`src/rtl/mem_arb_pkg.sv`:
```
// Shared types and default sizing for the main-memory arbiter.
package mem_arb_pkg;

  localparam int unsigned LineWDefault   = 64;
  localparam int unsigned AddrWDefault   = 14;
  localparam int unsigned TimeoutDefault = 15;

  typedef enum logic [2:0] {
    StIdle,
    StBusyI,
    StBusyDrd,
    StBusyDwr,
    StDone
  } state_e;

  typedef enum logic {
    ReqI = 1'b0,
    ReqD = 1'b1
  } req_id_e;

endpackage

```
`src/rtl/mem_arb_wdog.sv`:
```
// Clearable saturating busy-cycle counter; expired flags the last cycle an access may wait.
module mem_arb_wdog
  import mem_arb_pkg::*;
#(
  parameter int unsigned TIMEOUT = TimeoutDefault
) (
  input  logic clk,
  input  logic rst_n,
  input  logic clr,
  input  logic en,
  output logic expired
);

  localparam int unsigned CntW = $clog2(TIMEOUT + 1);

  logic [CntW-1:0] cnt_q, cnt_d;

  always_comb begin
    cnt_d = cnt_q;
    if (clr) begin
      cnt_d = '0;
    end else if (en && (cnt_q != '1)) begin
      cnt_d = cnt_q + 1'b1;
    end
  end

  always_ff @(posedge clk) begin
    if (!rst_n) begin
      cnt_q <= '0;
    end else begin
      cnt_q <= cnt_d;
    end
  end

  assign expired = (cnt_q == CntW'(TIMEOUT - 1));

endmodule

```
`src/rtl/mem_arbiter.sv`:
```
// Shares the main-memory port between I-cache fills and D-cache fill/evict, one line at a time.
// Define MEM_ARB_RR_EN for round-robin tie-breaking; otherwise D always wins ties.
module mem_arbiter
  import mem_arb_pkg::*;
#(
  parameter int unsigned LINE_W  = LineWDefault,
  parameter int unsigned ADDR_W  = AddrWDefault,
  parameter int unsigned TIMEOUT = TimeoutDefault
) (
  input  logic              clk,
  input  logic              rst_n,
  input  logic              i_req,
  input  logic [ADDR_W-1:0] i_addr,
  output logic              i_done,
  input  logic              d_req,
  input  logic              d_we,
  input  logic [ADDR_W-1:0] d_addr,
  input  logic [LINE_W-1:0] d_wdata,
  output logic              d_done,
  output logic [LINE_W-1:0] rdata,
  output logic              err,
  output logic              m_re,
  output logic              m_we,
  output logic [ADDR_W-1:0] m_addr,
  output logic [LINE_W-1:0] m_wdata,
  input  logic [LINE_W-1:0] m_rdata,
  input  logic              m_rdy
);

  state_e            state_q, state_d;
  logic              m_re_q, m_re_d, m_we_q, m_we_d;
  logic [ADDR_W-1:0] m_addr_q, m_addr_d;
  logic [LINE_W-1:0] m_wdata_q, m_wdata_d;
  logic [LINE_W-1:0] rdata_q, rdata_d;
  logic              i_done_q, i_done_d, d_done_q, d_done_d, err_q, err_d;
  logic              wd_clr, wd_en, wd_expired;
  logic              d_wins, finish;

`ifdef MEM_ARB_RR_EN
  req_id_e last_grant_q, last_grant_d;

  // On a tie the side that did not win last time goes first.
  always_comb begin
    d_wins = d_req & (~i_req | (last_grant_q == ReqI));
  end
`else
  always_comb begin
    d_wins = d_req;
  end
`endif

  mem_arb_wdog #(
    .TIMEOUT (TIMEOUT)
  ) u_wdog (
    .clk     (clk),
    .rst_n   (rst_n),
    .clr     (wd_clr),
    .en      (wd_en),
    .expired (wd_expired)
  );

  always_comb begin
    state_d   = state_q;
    m_re_d    = m_re_q;
    m_we_d    = m_we_q;
    m_addr_d  = m_addr_q;
    m_wdata_d = m_wdata_q;
    rdata_d   = rdata_q;
    i_done_d  = 1'b0;
    d_done_d  = 1'b0;
    err_d     = 1'b0;
    wd_clr    = 1'b0;
    wd_en     = 1'b0;
    finish    = 1'b0;
`ifdef MEM_ARB_RR_EN
    last_grant_d = last_grant_q;
`endif

    case (state_q)
      StIdle: begin
        if (d_wins) begin
          m_addr_d  = d_addr;
          m_wdata_d = d_wdata;
          wd_clr    = 1'b1;
`ifdef MEM_ARB_RR_EN
          last_grant_d = ReqD;
`endif
          if (d_we) begin
            state_d = StBusyDwr;
            m_we_d  = 1'b1;
          end else begin
            state_d = StBusyDrd;
            m_re_d  = 1'b1;
          end
        end else if (i_req) begin
          state_d  = StBusyI;
          m_addr_d = i_addr;
          m_re_d   = 1'b1;
          wd_clr   = 1'b1;
`ifdef MEM_ARB_RR_EN
          last_grant_d = ReqI;
`endif
        end
      end

      StBusyI, StBusyDrd, StBusyDwr: begin
        if (m_rdy) begin
          finish = 1'b1;
          if (state_q != StBusyDwr) begin
            rdata_d = m_rdata;
          end
        end else if (wd_expired) begin
          finish = 1'b1;
          err_d  = 1'b1;
        end else begin
          wd_en = 1'b1;
        end

        if (finish) begin
          state_d = StDone;
          m_re_d  = 1'b0;
          m_we_d  = 1'b0;
          if (state_q == StBusyI) begin
            i_done_d = 1'b1;
          end else begin
            d_done_d = 1'b1;
          end
        end
      end

      // Requests are not sampled here so the requester has a cycle to drop req.
      StDone: begin
        state_d = StIdle;
      end

      default: begin
        state_d = StIdle;
        m_re_d  = 1'b0;
        m_we_d  = 1'b0;
      end
    endcase
  end

  always_ff @(posedge clk) begin
    if (!rst_n) begin
      state_q   <= StIdle;
      m_re_q    <= 1'b0;
      m_we_q    <= 1'b0;
      m_addr_q  <= '0;
      m_wdata_q <= '0;
      rdata_q   <= '0;
      i_done_q  <= 1'b0;
      d_done_q  <= 1'b0;
      err_q     <= 1'b0;
`ifdef MEM_ARB_RR_EN
      last_grant_q <= ReqI;
`endif
    end else begin
      state_q   <= state_d;
      m_re_q    <= m_re_d;
      m_we_q    <= m_we_d;
      m_addr_q  <= m_addr_d;
      m_wdata_q <= m_wdata_d;
      rdata_q   <= rdata_d;
      i_done_q  <= i_done_d;
      d_done_q  <= d_done_d;
      err_q     <= err_d;
`ifdef MEM_ARB_RR_EN
      last_grant_q <= last_grant_d;
`endif
    end
  end

  assign m_re    = m_re_q;
  assign m_we    = m_we_q;
  assign m_addr  = m_addr_q;
  assign m_wdata = m_wdata_q;
  assign rdata   = rdata_q;
  assign i_done  = i_done_q;
  assign d_done  = d_done_q;
  assign err     = err_q;

endmodule
```
`config.mk`:
```
export PLATFORM = sky130hd
export DESIGN_NAME = mem_arbiter
export DESIGN_NICKNAME = d
export VERILOG_FILES = /design/src/rtl/mem_arb_pkg.sv /design/src/rtl/mem_arb_wdog.sv /design/src/rtl/mem_arbiter.sv
export SDC_FILE = /design/constraint.sdc
export NUM_CORES = 1
export LEC_CHECK = 0
export ABC_AREA = 1
export CORE_ASPECT_RATIO = 1.5
export CORE_MARGIN = 5
export CORE_UTILIZATION = 42
export DETAILED_ROUTE_END_ITERATION = 16
export PLACE_DENSITY_LB_ADDON = 0.12
export RECOVER_POWER = 50
export SYNTH_ARGS = -nofsm -noshare
export SYNTH_HDL_FRONTEND = slang
export SYNTH_SLANG_ARGS = --single-unit
export TNS_END_PERCENT = 5
```
`constraint.sdc`:
```
create_clock -name clk -period 2.7 [get_ports clk]
set_clock_uncertainty 0.05 [all_clocks]
set_input_delay 0.54 -clock clk [delete_from_list [all_inputs] [get_ports clk]]
set_output_delay 0.54 -clock clk [all_outputs]
set_load 0.005 [all_outputs]
```
==> results.sh <==
export IMPL_cp_endpoint="u_wdog.cnt_q[3]"
export IMPL_drv_slew=0
export IMPL_yosysWarningCount=0
export IMPL_ff2ff_path_depth=6
export IMPL_drive_gt1_frac=0.0469
export IMPL_postSynthCellCount=741
export IMPL_crit_arrival_ns=2.39
export IMPL_synth_top_area_frac=0.536
export IMPL_synth_fp_nets=905
export IMPL_cts_hold_buffers_added=0
export IMPL_final_setup_tns_ns=0
export IMPL_cp_required_ns=2.98
export IMPL_synthAdderAreaFrac=0.00435
export IMPL_top_layer_used="met4"
export IMPL_cts_sinks=154
export IMPL_core_area_mm2=0.0135
export IMPL_ys_top_cells_by_area="dfxtp_1 (54%), nor2_1 (19%), o21ai_0 (10%), nand2_1 (4.2%), buf_6 (3.9%)"
export IMPL_route_met2_wl_mm=9.23
export IMPL_hold_viol=0
export IMPL_portBuffers=308
export IMPL_fillers=1086
export IMPL_place_detailed_hpwl_mm=13.8
export IMPL_leakage_nw=3.88
export IMPL_hp_class="reg2reg"
export IMPL_postSynthAreaPerCell_um2=7.76
export IMPL_ys_seq_elements=154
export IMPL_viasPerCell=4.84
export IMPL_grt_pass1_wl_mm=29.5
export IMPL_dieArea_mm2=0.0162
export IMPL_synth_top_family_by_area="simple AND/OR/NAND/NOR gates"
export IMPL_cts_setup_buffers=0
export IMPL_yosysTopAreaCell="dfxtp_1"
export IMPL_critPathKind="in2reg"
export IMPL_synth_simple_area_share=0.249
export IMPL_cts_made_buffers=17
export IMPL_root_buffer="clkbuf_16"
export IMPL_nNetsFinal=1196
export IMPL_dp_cells=1175
export IMPL_synthXorXnorAreaFrac=0.00152
export IMPL_fmax_mhz=474
export IMPL_ios=309
export IMPL_drv_cap=0
export IMPL_peakVddDrop_v=0.000380
export IMPL_vias=5847
export IMPL_slew_headroom=0.446
export IMPL_ant_nets=0
export IMPL_rsz0062_at_grt="false"
export IMPL_antenna_found_initial=0
export IMPL_dr_pass1_iters=4
export IMPL_drt_iter0_markers=361
export IMPL_cp_start_kind="primary input"
export IMPL_fin_crit_sh=0.781
export IMPL_rr_startpoint="state_q[0]"
export IMPL_ff2ff_setup_slack_ns=0.68
export IMPL_cts_resized=0
export IMPL_syn_area_mm2=0.00575
export IMPL_status="completed"
export IMPL_setup_violations=0
export IMPL_insertion_delay_ns=0.41
export IMPL_track_usage=0.229
export IMPL_drt_met1_wl_mm=7.37
export IMPL_wl_per_cell_um=15.8
export IMPL_grt_pass1_vias=5539
export IMPL_crit_start="d_req"
export IMPL_synth_seq_area_share=0.536
export IMPL_synth_compound_area_frac=0.137
export IMPL_route_detailed_drc=0
export IMPL_cts_path_max_buffers=2
export IMPL_synth_edff_count=0
export IMPL_cellPowerDensity_mw_per_mm2=706
export IMPL_holdPathStages=2
export IMPL_h_tree_depth=4
export IMPL_rr_endpoint="m_wdata[18]"
export IMPL_tightest_slew_ns=0.830
export IMPL_ys_flop_type="dfxtp_1"
export IMPL_syn_to_final_growth_pct=64.3
export IMPL_start_util=0.427
export IMPL_critPathCaptureType="register"
export IMPL_final_common_cell="clkdlybuf4s50_1"
export IMPL_synth_mux_area_frac=0
export IMPL_grt_ovfl_total=0
export IMPL_crit_fanout=17
export IMPL_async_reset_ff_frac=0
export IMPL_finalWeightedCongestion=0.807
export IMPL_wirelength_mm=19.0
export IMPL_cts_tree="done"
export IMPL_wl_met3_mm=1.81
export IMPL_grt_max_degree=81
export IMPL_antenna_cells=0
export IMPL_num_rows=52
export IMPL_period_minus_slack_ns=2.11
export IMPL_final_cell_mix="clkdlybuf4s50_1 (291), nor2_1 (287), dfxtp_1 (154)"
export IMPL_ys_types=25
export IMPL_die_x_um=106
export IMPL_die_h_um=153
export IMPL_final_cells=1207
export IMPL_clk_pin_slew_ns=0.06
export IMPL_fin_util=0.701
[flip-flops by register name, indices dropped and copies added, names as in the netlist]
| name | count |
|---|---|
| m_re | 1 |
| m_wdata | 64 |
| state_q | 3 |
| d_done | 1 |
| m_addr | 14 |
| rdata | 64 |
| m_we | 1 |
| u_wdog.cnt_q | 4 |
| i_done | 1 |
| err | 1 |
[critical path: stages]
cell             delay (ns)
clkdlybuf4s50_1        0.42
inv_1                  0.08
clkbuf_1               0.63
a21oi_4                0.11
inv_2                  0.27
nand2_1                0.18
a21oi_1                0.16
[synth_stat cells (2+ instances only)]
master and instances:
a21oi_1 7, buf_2 2, buf_4 7, buf_6 20, clkbuf_1 17, dfxtp_1 154
ha_1 2, inv_1 10, inv_2 4, nand2_1 64, nand3_1 11, nand4_1 2
nor2_1 285, nor2_4 3, o21ai_0 117, o21ai_1 27
[how the worst min path moves through the flow]
stage               from        end  slack (ns)
6_report            m_re       m_re        0.41
3_3_place_gp        m_re       m_re        0.40
2_1_floorplan       m_we       m_we        0.41
4_1_cts             m_re       m_re        0.42
5_1_grt        rdata[16]  rdata[16]        0.45
3_5_place_dp        m_re       m_re        0.41
[power by group]
group | internal (mW) | leakage (nW) | switching [mW]
clock | 1.66 | 0.321 | 0.963
sequential | 2.53 | 1.27 | 0.126
combinational | 0.788 | 2.29 | 0.598
[logic make-up (layout without fill, tap and decap cells)]
family / Yosys count / in the layout
xor+xnor: 1 / 1
fa+ha+maj: 2 / 2
buf+inv: 62 / 366
compound gates: 154 / 154
simple gates: 368 / 368
flops: 154 / 154
[final cells by class]
class | count | area [µm²] | share of cell area
Tap cell | 162 | 203 | 0.0215
Sequential cell | 154 | 3080 | 0.326
Clock buffer | 21 | 480 | 0.0509
Clock inverter | 11 | 180 | 0.0191
Multi-Input combinational cell | 525 | 2230 | 0.236
Timing Repair Buffer | 320 | 3220 | 0.341
Inverter | 14 | 52.6 | 0.00556
[per-stage QoR]
stage	power, mW	cell area, µm²	hold WS (ns)	worst slack, ns
6_report	6.67	9450	0.411	0.592
3_5_place_dp	4.12	8810	0.409	0.548
5_1_grt	6.98	9450	0.447	0.405
2_1_floorplan	3.28	5750	0.405	1.21
4_1_cts	6.75	9470	0.418	0.758
3_3_place_gp	4.10	8810	0.402	0.591
[routing by layer]
| metal | GRT usage | up-vias |
|---|---|---|
| li1 | - | 2943 |
| met5 | 0 | - |
| met3 | 0.0869 | 35 |
| met1 | 0.253 | 2613 |
| met4 | 0.0938 | 0 |
| met2 | 0.391 | 256 |
No activity file was read; power rests on OpenSTA's default activity.
